===== config.mk =====
export PLATFORM = sky130hd
export DESIGN_NAME = rns_converter
export DESIGN_NICKNAME = d
export VERILOG_FILES = /design/src/rtl/rns_converter.sv
export SDC_FILE = /design/constraint.sdc
export NUM_CORES = 1
export LEC_CHECK = 0
export BUFFER_PORTS_ARGS = -buffer_cell sky130_fd_sc_hd__buf_2
export CORE_MARGIN = 5
export CORE_UTILIZATION = 65
export CTS_CLUSTER_DIAMETER = 150
export DETAILED_ROUTE_END_ITERATION = 7
export PLACE_DENSITY_LB_ADDON = 0.05
export SYNTH_ARGS = -nofsm -noshare
export SYNTH_HDL_FRONTEND = slang
export SYNTH_SLANG_ARGS = --single-unit

===== constraint.sdc =====
create_clock -name clk -period 17.75 [get_ports clk]
set_input_delay 0.8875 -clock clk [delete_from_list [all_inputs] [get_ports clk]]
set_output_delay 0.8875 -clock clk [all_outputs]
set_load 0.01 [all_outputs]

===== src/rtl/rns_converter.sv =====
// Three-stage binary-to-residue converter: a_input mod MODULUS via chunked folding and Barrett reduction.
// Optional RNS_VALID_EN adds an in_valid/out_valid sideband that moves in lockstep with the data.
module rns_converter #(
  parameter int unsigned LWIDTH  = 64,
  parameter int unsigned SWIDTH  = 16,
  parameter int unsigned MODULUS = 65521
) (
  input  logic              clk,
  input  logic              reset,
  input  logic [LWIDTH-1:0] a_input,
`ifdef RNS_VALID_EN
  input  logic              in_valid,
  output logic              out_valid,
`endif
  output logic [SWIDTH-1:0] b_output
);

  localparam int unsigned N     = (LWIDTH + SWIDTH - 1) / SWIDTH;
  localparam int unsigned PADW  = N * SWIDTH;
  localparam int unsigned SUMW  = 2 * SWIDTH + $clog2(N);
  localparam int unsigned MUW   = SUMW + 1;
  localparam int unsigned PRODW = SUMW + MUW;

  localparam longint unsigned MOD_L = 64'(MODULUS);
  localparam logic [SUMW-1:0] MOD_S = SUMW'(MODULUS);

  if (MODULUS < 2 || (MOD_L >> SWIDTH) != 64'd0) begin : g_bad_modulus
    $error("rns_converter: MODULUS must satisfy 1 < MODULUS < 2**SWIDTH");
  end

  // K_i = 2^(i*SWIDTH) mod MODULUS, packed chunk i at bits [i*SWIDTH +: SWIDTH].
  function automatic logic [PADW-1:0] gen_k();
    logic [PADW-1:0]  tab;
    longint unsigned  r;
    tab = '0;
    r   = 64'd1;
    for (int unsigned i = 0; i < N; i++) begin
      tab[i*SWIDTH +: SWIDTH] = SWIDTH'(r);
      for (int unsigned j = 0; j < SWIDTH; j++) begin
        r = r << 1;
        if (r >= MOD_L) r = r - MOD_L;
      end
    end
    return tab;
  endfunction

  localparam logic [PADW-1:0] K_TAB = gen_k();

  // Barrett factor floor(2^SUMW / q); since S < 2^SUMW the quotient estimate is short by at most one.
  localparam logic [MUW-1:0] BAR_POW = MUW'(1) << SUMW;
  localparam logic [MUW-1:0] BAR_M   = BAR_POW / MUW'(MODULUS);

  logic [LWIDTH-1:0] r_a;
  logic [SUMW-1:0]   r_s;
  logic [SWIDTH-1:0] r_b;

  logic [PADW-1:0]   w_pad;
  logic [SUMW-1:0]   w_sum;
  logic [SUMW-1:0]   w_qhat;
  logic [SUMW-1:0]   w_qq;
  logic [SUMW-1:0]   w_rem;
  logic [SWIDTH-1:0] w_res;

  always_comb begin
    w_pad              = '0;
    w_pad[LWIDTH-1:0]  = r_a;
    w_sum              = '0;
    for (int unsigned i = 0; i < N; i++) begin
      w_sum = w_sum + SUMW'(w_pad[i*SWIDTH +: SWIDTH]) * SUMW'(K_TAB[i*SWIDTH +: SWIDTH]);
    end
  end

  always_comb begin
    w_qhat = SUMW'((PRODW'(r_s) * PRODW'(BAR_M)) >> SUMW);
    w_qq   = w_qhat * MOD_S;
    w_rem  = r_s - w_qq;
    w_res  = SWIDTH'((w_rem >= MOD_S) ? (w_rem - MOD_S) : w_rem);
  end

  always_ff @(posedge clk or negedge reset) begin
    if (!reset) begin
      r_a <= '0;
      r_s <= '0;
      r_b <= '0;
    end else begin
      r_a <= a_input;
      r_s <= w_sum;
      r_b <= w_res;
    end
  end

  assign b_output = r_b;

`ifdef RNS_VALID_EN
  logic [2:0] r_v;

  always_ff @(posedge clk or negedge reset) begin
    if (!reset) begin
      r_v <= '0;
    end else begin
      r_v <= {r_v[1:0], in_valid};
    end
  end

  assign out_valid = r_v[2];
`endif

endmodule


# [Yosys cells after proc, flatten, opt, wreduce, memory -nomap -nowiden]
# Cells that the tools add are included.
[op_classes] addsub=5 n_mul=5 magnitude_cmp=1 mux=1
[op_table] cell="29-bit by 17-bit multiplier with 46-bit output (second input constant)" count=1
[op_table] cell="34-bit by 16-bit >= comparator with 1-bit output (second input constant)" count=1
[op_table] cell="19-bit by 16-bit multiplier with 34-bit output (second input constant)" count=1
[op_table] cell="29-bit by 34-bit subtractor with 34-bit output" count=1
[op_table] cell="25-bit by 28-bit adder with 29-bit output" count=1
[op_table] cell="16-bit by 12-bit multiplier with 28-bit output (second input constant)" count=1
[op_table] cell="21-bit by 24-bit adder with 25-bit output" count=1
[op_table] cell="16-bit by 8-bit multiplier with 24-bit output (second input constant)" count=1
[op_table] cell="16-bit by 20-bit adder with 21-bit output" count=1
[op_table] cell="16-bit by 4-bit multiplier with 20-bit output (second input constant)" count=1
[op_table] cell="16-bit 2-to-1 mux" count=1
[op_table] cell="16-bit subtractor (second input constant)" count=1
[word_totals] register_bits=109 out_inout_bits=16

# [Depth between registers and ports, before layout]
# Gate-level depths: netlist (run 1).
[depth] word_depth=5 ltp_mapped=45 depth_no_buf=43

# [Least setup slack after synthesis (run 1)]
# Ideal clock, no wire load.
[synth_path] path_kind="register -> register" startpoint="register r_s[16]" endpoint="register r_b[2] (netlist: b_output[2])" t_arrival_ns=11.090 path_slack_ns=6.534 path_stages_with_launch=40 period_less_slack_ns=11.216 path_cell_list="dfrtp_1 > ha_1 > fa_1 > ha_1 > fa_1 > inv_1 > fa_1 > inv_1 > ha_1 > a21o_1 > a21o_1 > a21o_1 > a21o_1 > a21o_1 > a221oi_1 > o31a_1 > xor2_1 > inv_1 > (+4 left out) > fa_1 > inv_1 > fa_1 > fa_1 > fa_1 > inv_1 > ha_1 > clkbuf_1 > a21o_1 > nand3_1 > nand2_1 > and3_1 > or3_1 > o2111ai_1 > o2111ai_1 > nor4_2 > nand2_2 > a311o_1"
[synth_via] elab_chain_cells=5 elab_cells_between_ends=6 cone_classes="add/sub (2); mul (2); order compare (1); mux (1)"
[synth_rtl] element="start, declared" line_no="54" rtl="logic [SUMW-1:0] r_s;"
[synth_rtl] element="start signal, assigned" line_no="87" rtl="r_s <= w_sum;"
[synth_rtl] element="29-bit by 17-bit multiplier with 46-bit output" line_no="74" rtl="w_qhat = SUMW'((PRODW'(r_s) * PRODW'(BAR_M)) >> SUMW);"
[synth_rtl] element="19-bit by 16-bit multiplier with 34-bit output" line_no="75" rtl="w_qq = w_qhat * MOD_S;"
[synth_rtl] element="29-bit by 34-bit subtractor with 34-bit output *" line_no="76" rtl="w_rem = r_s - w_qq;"
[synth_rtl] element="34-bit by 16-bit >= comparator with 1-bit output or 16-bit subtractor (tied branches)" line_no="77" rtl="w_res = SWIDTH'((w_rem >= MOD_S) ? (w_rem - MOD_S) : w_rem);"
[synth_rtl] element="16-bit 2-to-1 mux *" line_no="77"
[synth_rtl] element="net w_res[2]" line_no="62" rtl="logic [SWIDTH-1:0] w_res;"
[synth_rtl] element="end signal, assigned" line_no="88" rtl="r_b <= w_res;"
[synth_rtl] element="end, declared" line_no="55" rtl="logic [SWIDTH-1:0] r_b;"
# Mark *: on every way through the listed nets, which the timed path passes. The rest lies on a longest branch.

# [Final worst setup path (run 1)]
# Same ends and word-level chain as after synthesis.

==> out/results.ini, run 1 <==
[run_status]
outcome = finished, final reports clean

[clocking]
clk_pin_slew_ns = 0.09
htree_levels = 3
cts_root_buffer = clkbuf_16
cts_hold_buf = 0
clk_latency_ns = 0.39
post_cts.repair.setup_buffers = 0
cts-resized-gates = 0
cts_num_sinks = 109
cts_max_path_buffers = 2
tritoncts = built
cts_made_buffers = 9

[worst_setup_path]
start_kind = register
crit_fanout = 10
cp_common_cell = fa_1
startpoint = r_s[16]$_DFF_PN0_
crit_slowest_cell = nor4_2
cp_slowest_stage_delay_ns = 0.74
cp.required_ns = 18.03
r2r_start = r_s[16]$_DFF_PN0_
worst_setup_path_end_kind = register
r2r_slack_ns = 4.88
criticalPathCategory = register to register
worst_ep_arrival_time_ns = 13.15

[timing]
fin_ws_ns = 4.876
final.setup.tns_ns = 0
rsz0062_at_grt = no
worst_slew_pin_slew_ns = 1.116
finClkSkew_ns = 0.01497
relSlewSlack = 0.2560
fmax_mhz = 77.68
post-route-period-util = 0.7253
slew_viol_final = 0
finalSetupViolations = 0
hold_viol = 0
fin_crit_ns = 12.87

[worst_hold_path]
hp-class = input port to asynchronous set/reset pin

[global_route]
grt_util_all_layers = 0.2794
overflow = 0
grt_pass1_wl_mm = 80.72
grt_max_degree = 93
grt_pass1_vias = 16220
antenna_found_initial = 0

[die]
rows = 67
die_h_um = 193.1
die_area_mm2 = 0.03727
initial_core_util = 0.6545
ios = 82
core_mm2 = 0.03328
die_w_um = 193.1

[drt]
routed_wl_mm = 48.14
vias = 14550
drtIter0Drc = 527
vias_per_cell = 5.471
dr.pass1.iters = 5
wire_per_inst_um = 18.10
remaining_drc_errors = 0
drtAntennaViolNets = 0

[final_layout]
fin_nets = 3061
synthToLayoutAreaGrowth_pct = 5.727
drive_gt1_frac = 0.05744
multiInputGateArea_mm2 = 0.01672
fill_cells = 2603
n_antenna_cell = 0
layout.cells.non_filler = 2659
seq_area_mm2 = 0.002728

[placement]
dp_slack_ns = 4.907
hpwl_mm = 43.07
portBuffers = 81
gp_congestion = 0.9418
post-place-cells = 2643

[logic_synthesis]
syn-cell-area_mm2 = 0.02178
syn-mean-instance-area_um2 = 10.24
syn-num-nets = 2982
synth_top_flop_cell = dfrtp_1
synth.area.top_cells = fa_1 (36%), ha_1 (23%), dfrtp_1 (13%)
synthDistinctLibCells = 81
ys_seq_elements = 109
synth_most_common_cell = inv_1
netlist_instances = 2127
synth-seq-area-share = 0.1252
async_reset_ff_frac = 1.000
synth_common_cells = inv_1 (607), ha_1 (399), fa_1 (390), dfrtp_1 (109), a21oi_1 (63)
ys_warn_count = 0
yosysTopAreaCellShare = 0.3584
synth_top_area_cell = fa_1
synth-edff-count = 0

[flow_run]
maxCapViolations = 0

-- metal layers --
metal | routed length (um) | GRT usage | vias up
li1 | - | - | 6881
met1 | 18550 | 0.3246 | 7275
met2 | 25420 | 0.5124 | 283
met3 | 1349 | 0.02989 | 109
met4 | 2817 | 0.1422 | 0
met5 | 0 | 0 | -
-- critical path, delay by kind of cell (launching register included) --
family                     cells  cell delay, ns
AOI/OAI and AO/OA             13            3.49
buffers and inverters          7            0.84
DFF                            1            0.50
xor gates and xnor gates       1            0.67
adders and majority gates     13            5.81
and+or+nand+nor                5            1.43
-- layout by cell type, fill, tap and decap left out, types with 4 or more instances in the layout --
master	n
dfrtp_1	109
nor3_1	13
or3_1	15
o2111ai_1	7
nand3_1	30
a21o_1	36
o221ai_1	9
nor4_1	6
o21a_1	10
o211ai_1	5
inv_1	607
o31ai_1	4
a211oi_1	10
xor2_1	20
a21oi_1	63
xnor2_1	51
clkbuf_16	9
nand2b_1	13
nand4_1	13
nand2_1	57
ha_1	399
o21bai_1	10
fa_1	390
buf_4	5
o21ai_0	42
a221oi_1	4
a31oi_1	10
buf_2	80
and2_1	12
nor2b_1	14
and4_1	4
or2_2	6
and3_1	15
nor2_1	53
o31a_1	8
-- final timing paths --
| path | endpoint | cells after the start |
|---|---|---|
| max | b_output[2]$_DFF_PN0_ | 39 |
| min | b_output[14]$_DFF_PN0_ | 1 |
| max reg2reg | b_output[2]$_DFF_PN0_ | 39 |
| min reg2reg | r_s[0]$_DFF_PN0_ | 1 |
| max in group asynchronous | r_a[6]$_DFF_PN0_ | 2 |
| min in group clk | r_s[0]$_DFF_PN0_ | 1 |
-- registers in the layout, summed over array words and instances, names as in the netlist --
name and cells:
r_a 64, r_s 29, b_output 16
-- final cells by class --
cell class / count / share of cell area
flip-flops and latches: 109 / 0.1184
clock inverters: 7 / 0.003640
repair buffers: 85 / 0.01902
multi-input cells: 1394 / 0.7258
well taps: 448 / 0.02434
inverters: 607 / 0.09894
clock buffers: 9 / 0.009779
-- logic make-up after synthesis --
| kind of cell | share of synthesized area |
|---|---|
| muxes | 0.001608 |
| and+or+nand+nor | 0.06732 |
| buffers and inverters | 0.1077 |
| DFF | 0.1252 |
| AOI/OAI and AO/OA | 0.08157 |
| adders and majority gates | 0.5876 |
| xor gates and xnor gates | 0.02895 |
-- through the flow --
step                        util  hold slack [ns]  area, um^2
final                     0.6920           0.3892       23030
after global routing      0.6920           0.3968       23030
after CTS                 0.6920           0.3716       23030
after detailed placement  0.6827           0.4741       22720
after global placement    0.6827           0.4648       22720
after floorplan                -           0.4557       21780
Power of run 1 is left out: the tool's default activity adds up to more than one toggle a clock period on the data nets, which glitch-free logic cannot reach.
==> run 2: changes to the inputs <==
--- a/config.mk
+++ b/config.mk
@@ -7,7 +7,7 @@
 export LEC_CHECK = 0
 export BUFFER_PORTS_ARGS = -buffer_cell sky130_fd_sc_hd__buf_2
 export CORE_MARGIN = 5
-export CORE_UTILIZATION = 65
+export CORE_UTILIZATION = 59
 export CTS_CLUSTER_DIAMETER = 150
 export DETAILED_ROUTE_END_ITERATION = 7
 export PLACE_DENSITY_LB_ADDON = 0.05
==> constraint.sdc (replaced) <==
create_clock -name clk -period 11 [get_ports clk]
set_input_delay 0.55 -clock clk [delete_from_list [all_inputs] [get_ports clk]]
set_output_delay 0.55 -clock clk [all_outputs]
set_load 0.01 [all_outputs]
==> out/results.ini, run 2 (same netlist as run 1, synthesis figures left out) <==
[run_status]
outcome = finished, final reports clean

[final_layout]
regMostFlops = r_a
seq_area_mm2 = 0.002739
fill_cells = 2853
layout.cells.non_filler = 2903
multiInputGateArea_mm2 = 0.01744
synthToLayoutAreaGrowth_pct = 17.42
largest_register_ffs = 64
layout_commonest_cell = inv_1
drive_gt1_frac = 0.1979
final_cell_mix = inv_1 (591), fa_1 (380), ha_1 (373)
fin_nets = 3285
n_antenna_cell = 0

[worst_setup_path]
crit_fanout = 6
crit_family = adder cells
crit_slowest_cell = fa_2
worst_ep_arrival_time_ns = 11.00
worst_setup_path_end_kind = register
cp_slowest_stage_delay_ns = 0.59
worst-path-buf-inv = 8
criticalPathCategory = register to register
crit_cells = 39
cp.required_ns = 11.28
start_kind = register
r2r_cells = 39
cp_common_cell = fa_1

[die]
die_h_um = 202.1
rows = 70
ios = 82
die_w_um = 202.1
die_area_mm2 = 0.04086
initial_core_util = 0.5964
core_mm2 = 0.03652

[placement]
hpwl_mm = 43.90
portBuffers = 81
dp_slack_ns = -0.3298
gp_congestion = 0.9246
post-place-cells = 2853

[timing]
worst_slew_pin_slew_ns = 0.8309
fin_crit_ns = 10.72
fmax_mhz = 93.24
hold_ws_ns = 0.2316
post-route-period-util = 0.9750
slew_viol_final = 0
fin_ws_ns = 0.2750
hold_viol = 0
finalSetupViolations = 0
finClkSkew_ns = 0.01512
final.setup.tns_ns = 0
relSlewSlack = 0.4461

[drt]
vias_per_cell = 5.239
vias = 15210
routed_wl_mm = 49.76
dr.pass1.iters = 5
remaining_drc_errors = 0
drtIter0Drc = 472
drtAntennaViolNets = 0
wire_per_inst_um = 17.14

[clocking]
clk_latency_ns = 0.40
cts_num_sinks = 109
tritoncts = built
cts_max_path_buffers = 2
htree_levels = 3
clk_pin_slew_ns = 0.09
cts_made_buffers = 9
cts_root_buffer = clkbuf_16

[worst_hold_path]
hp-class = input port to asynchronous set/reset pin

[global_route]
grt_pass1_wl_mm = 83.00
grt_pass1_vias = 16950
antenna_found_initial = 0
grt_util_all_layers = 0.2533
overflow = 0
grt_max_degree = 59

[flow_run]
maxCapViolations = 0

run 2: cell types whose count changed in the layout (fill, tap and decap cells not counted), sizes merged:
cell,change
inv,-1
buf,+224
clkinvlp,+1
run 2: path summary, 6_finish.rpt:
check                                   from                      to  slack (ns)
setup / recovery           r_s[17]$_DFF_PN0_   b_output[1]$_DFF_PN0_        0.28
setup reg to reg           r_s[17]$_DFF_PN0_   b_output[1]$_DFF_PN0_        0.28
max in group asynchronous              reset       r_a[12]$_DFF_PN0_        9.62
hold reg to reg             r_a[0]$_DFF_PN0_        r_s[0]$_DFF_PN0_        0.48
min in group clk                 a_input[19]       r_a[19]$_DFF_PN0_        0.25
hold / removal                         reset  b_output[13]$_DFF_PN0_        0.23
run 2: final cells by class:
class                   instances  area share
clock buffers                   9    0.008805
inverters                     607     0.08923
repair buffers                309     0.08624
flip-flops and latches        109      0.1071
multi-input cells            1394      0.6818
clock inverters                 7    0.003962
well taps                     468     0.02289
run 2: repair_timing:
item / in CTS / in global routing
resized for setup: 36 / 124
setup endpoints to repair: 16 / 16
pin swaps: 18 / 76
setup buffers: 5 / 31
hold buffers: 0 / 0
run 2: metal layers:
metal  vias to the layer above  GRT usage  share of wire
li1                       7336          -              -
met1                      7556     0.2928           0.39
met2                       235     0.4853           0.55
met3                        82    0.02647          0.021
met4                         0    0.09069          0.038
met5                         -          0              0
run 2: per-stage QoR:
stage | utilization | cell area, um^2
detailed placement | 0.6637 | 24240
floorplan | - | 21840
global placement | 0.6637 | 24240
global route | 0.7003 | 25580
finish | 0.7003 | 25580
CTS | 0.6792 | 24810
Power of run 2 is left out for the same reason.
==> run 3: changes to the inputs <==
--- a/config.mk
+++ b/config.mk
@@ -10,7 +10,7 @@
 export CORE_UTILIZATION = 59
 export CTS_CLUSTER_DIAMETER = 150
 export DETAILED_ROUTE_END_ITERATION = 7
-export PLACE_DENSITY_LB_ADDON = 0.05
+export PLACE_DENSITY = 0.84
 export SYNTH_ARGS = -nofsm -noshare
 export SYNTH_HDL_FRONTEND = slang
 export SYNTH_SLANG_ARGS = --single-unit
==> out/results.ini, run 3 (same netlist as run 1, synthesis figures left out) <==
[final_layout]
fin_nets = 3258
final_cell_mix = inv_1 (595), fa_1 (381), ha_1 (378)
n_antenna_cell = 0
layout_commonest_cell = inv_1
post-route-util = 0.6941
synthToLayoutAreaGrowth_pct = 16.39
regMostFlops = r_a
drive_gt1_frac = 0.1877
largest_register_ffs = 64

[global_route]
antenna_found_initial = 0
grt_pass1_wl_mm = 89.18
grt_use_met3 = 0.03802
grt_util_all_layers = 0.2714
grt_pass1_vias = 18520
met1_usage = 0.2965
grt_max_degree = 62
overflow = 0
grt-busiest-layer = met2
use_met2 = 0.4997

[clocking]
htree_levels = 3
cts_max_path_buffers = 2
clk_latency_ns = 0.40
cts_hold_buf = 0
clk_pin_slew_ns = 0.08
cts_root_buffer = clkbuf_16
cts_num_sinks = 109
tritoncts = built
cts_made_buffers = 9

[placement]
hpwl_mm = 46.07
portBuffers = 81
gp_congestion = 0.9292

[timing]
rsz0062_at_grt = yes
post-route-period-util = 0.9972
slew_viol_final = 0
fmax_mhz = 91.17
hold_viol = 0
relSlewSlack = 0.4680
fin_crit_ns = 10.97
hold_ws_ns = 0.2186
worst_slew_pin_slew_ns = 0.7980
finClkSkew_ns = 0.01831
finalSetupViolations = 0

[worst_hold_path]
hp-class = input port to asynchronous set/reset pin

[worst_setup_path]
worst_setup_path_end_kind = register
cp.required_ns = 11.29
start_kind = register
cp_common_cell = fa_1
criticalPathCategory = register to register
worst_ep_arrival_time_ns = 11.26
crit_fanout = 7
r2r_cells = 41
r2r_slack_ns = 0.03
r2r-end = b_output[4]$_DFF_PN0_
cp_slowest_stage_delay_ns = 0.61
r2r_start = r_s[17]$_DFF_PN0_
crit_slowest_cell = fa_2

[drt]
drtIter0Drc = 789
routed_wl_mm = 54.52
wire_per_inst_um = 18.96
vias_per_cell = 5.595
drtAntennaViolNets = 0
vias = 16090
dr.pass1.iters = 5
remaining_drc_errors = 0

[flow_run]
maxCapViolations = 0

[die]
initial_core_util = 0.5964
die_h_um = 202.1
rows = 70
die_w_um = 202.1
core_mm2 = 0.03652
ios = 82
die_area_mm2 = 0.04086

[run_status]
outcome = finished, final reports clean

==> run 3: worst max-delay path, delay by kind of cell, from the launching register on <==
kind | cells | cell delay [ns]
AOI/OAI and AO/OA | 11 | 2.62
and+or+nand+nor | 5 | 0.83
buffers and inverters | 10 | 0.86
adders and majority gates | 13 | 5.50
muxes | 1 | 0.36
xor gates and xnor gates | 1 | 0.20
DFF | 1 | 0.44
==> run 3: worst max-delay path by stage <==
stage	start	end	slack, ns	cells after the start
CTS	r_s[16]$_DFF_PN0_	b_output[6]$_DFF_PN0_	0.001	44
global route	r_s[17]$_DFF_PN0_	b_output[4]$_DFF_PN0_	-0.32	44
detailed placement	r_s[16]$_DFF_PN0_	b_output[6]$_DFF_PN0_	-0.47	41
finish	r_s[17]$_DFF_PN0_	b_output[4]$_DFF_PN0_	0.03	41
floorplan	r_s[16]$_DFF_PN0_	b_output[13]$_DFF_PN0_	0.001	39
global placement	r_s[16]$_DFF_PN0_	b_output[2]$_DFF_PN0_	-0.12	41
==> run 3: layout make-up <==
cell class                 count  area, um^2
clock buffer                   9       225.2
tap                          468       585.6
timing repair buffer         282        1982
fill                        2419       11170
clock inverter                 7       98.84
sequential                   109        2736
inverter                     607        2285
multi-input combinational   1394       17440
==> run 3: stage by stage <==
step | std cells | TNS (ns) | cell area (um^2) | worst slack, ns
floorplan | 2127 | 0 | 21840 | 0.0009504
global placement | 2829 | -1.402 | 24050 | -0.1230
detailed placement | 2829 | -6.574 | 24050 | -0.4721
CTS | 2850 | 0 | 24650 | 0.001475
global route | 2876 | -4.591 | 25350 | -0.3179
finish | 2876 | 0 | 25350 | 0.03119
==> run 3: layer usage <==
metal | vias to the layer above | share of wire
li1 | 7267 | -
met1 | 7988 | 0.36
met2 | 566 | 0.53
met3 | 270 | 0.039
met4 | 0 | 0.075
met5 | - | 0
==> run 3: repair_timing <==
| item | 4_1_cts | 5_1_grt |
|---|---|---|
| buffers inserted | 6 | 27 |
| resized for setup | 51 | 111 |
| endpoints found under the setup margin | 16 | 16 |
| pin swaps | 24 | 99 |
| gates cloned | 0 | 0 |
Power of run 3 is left out for the same reason.
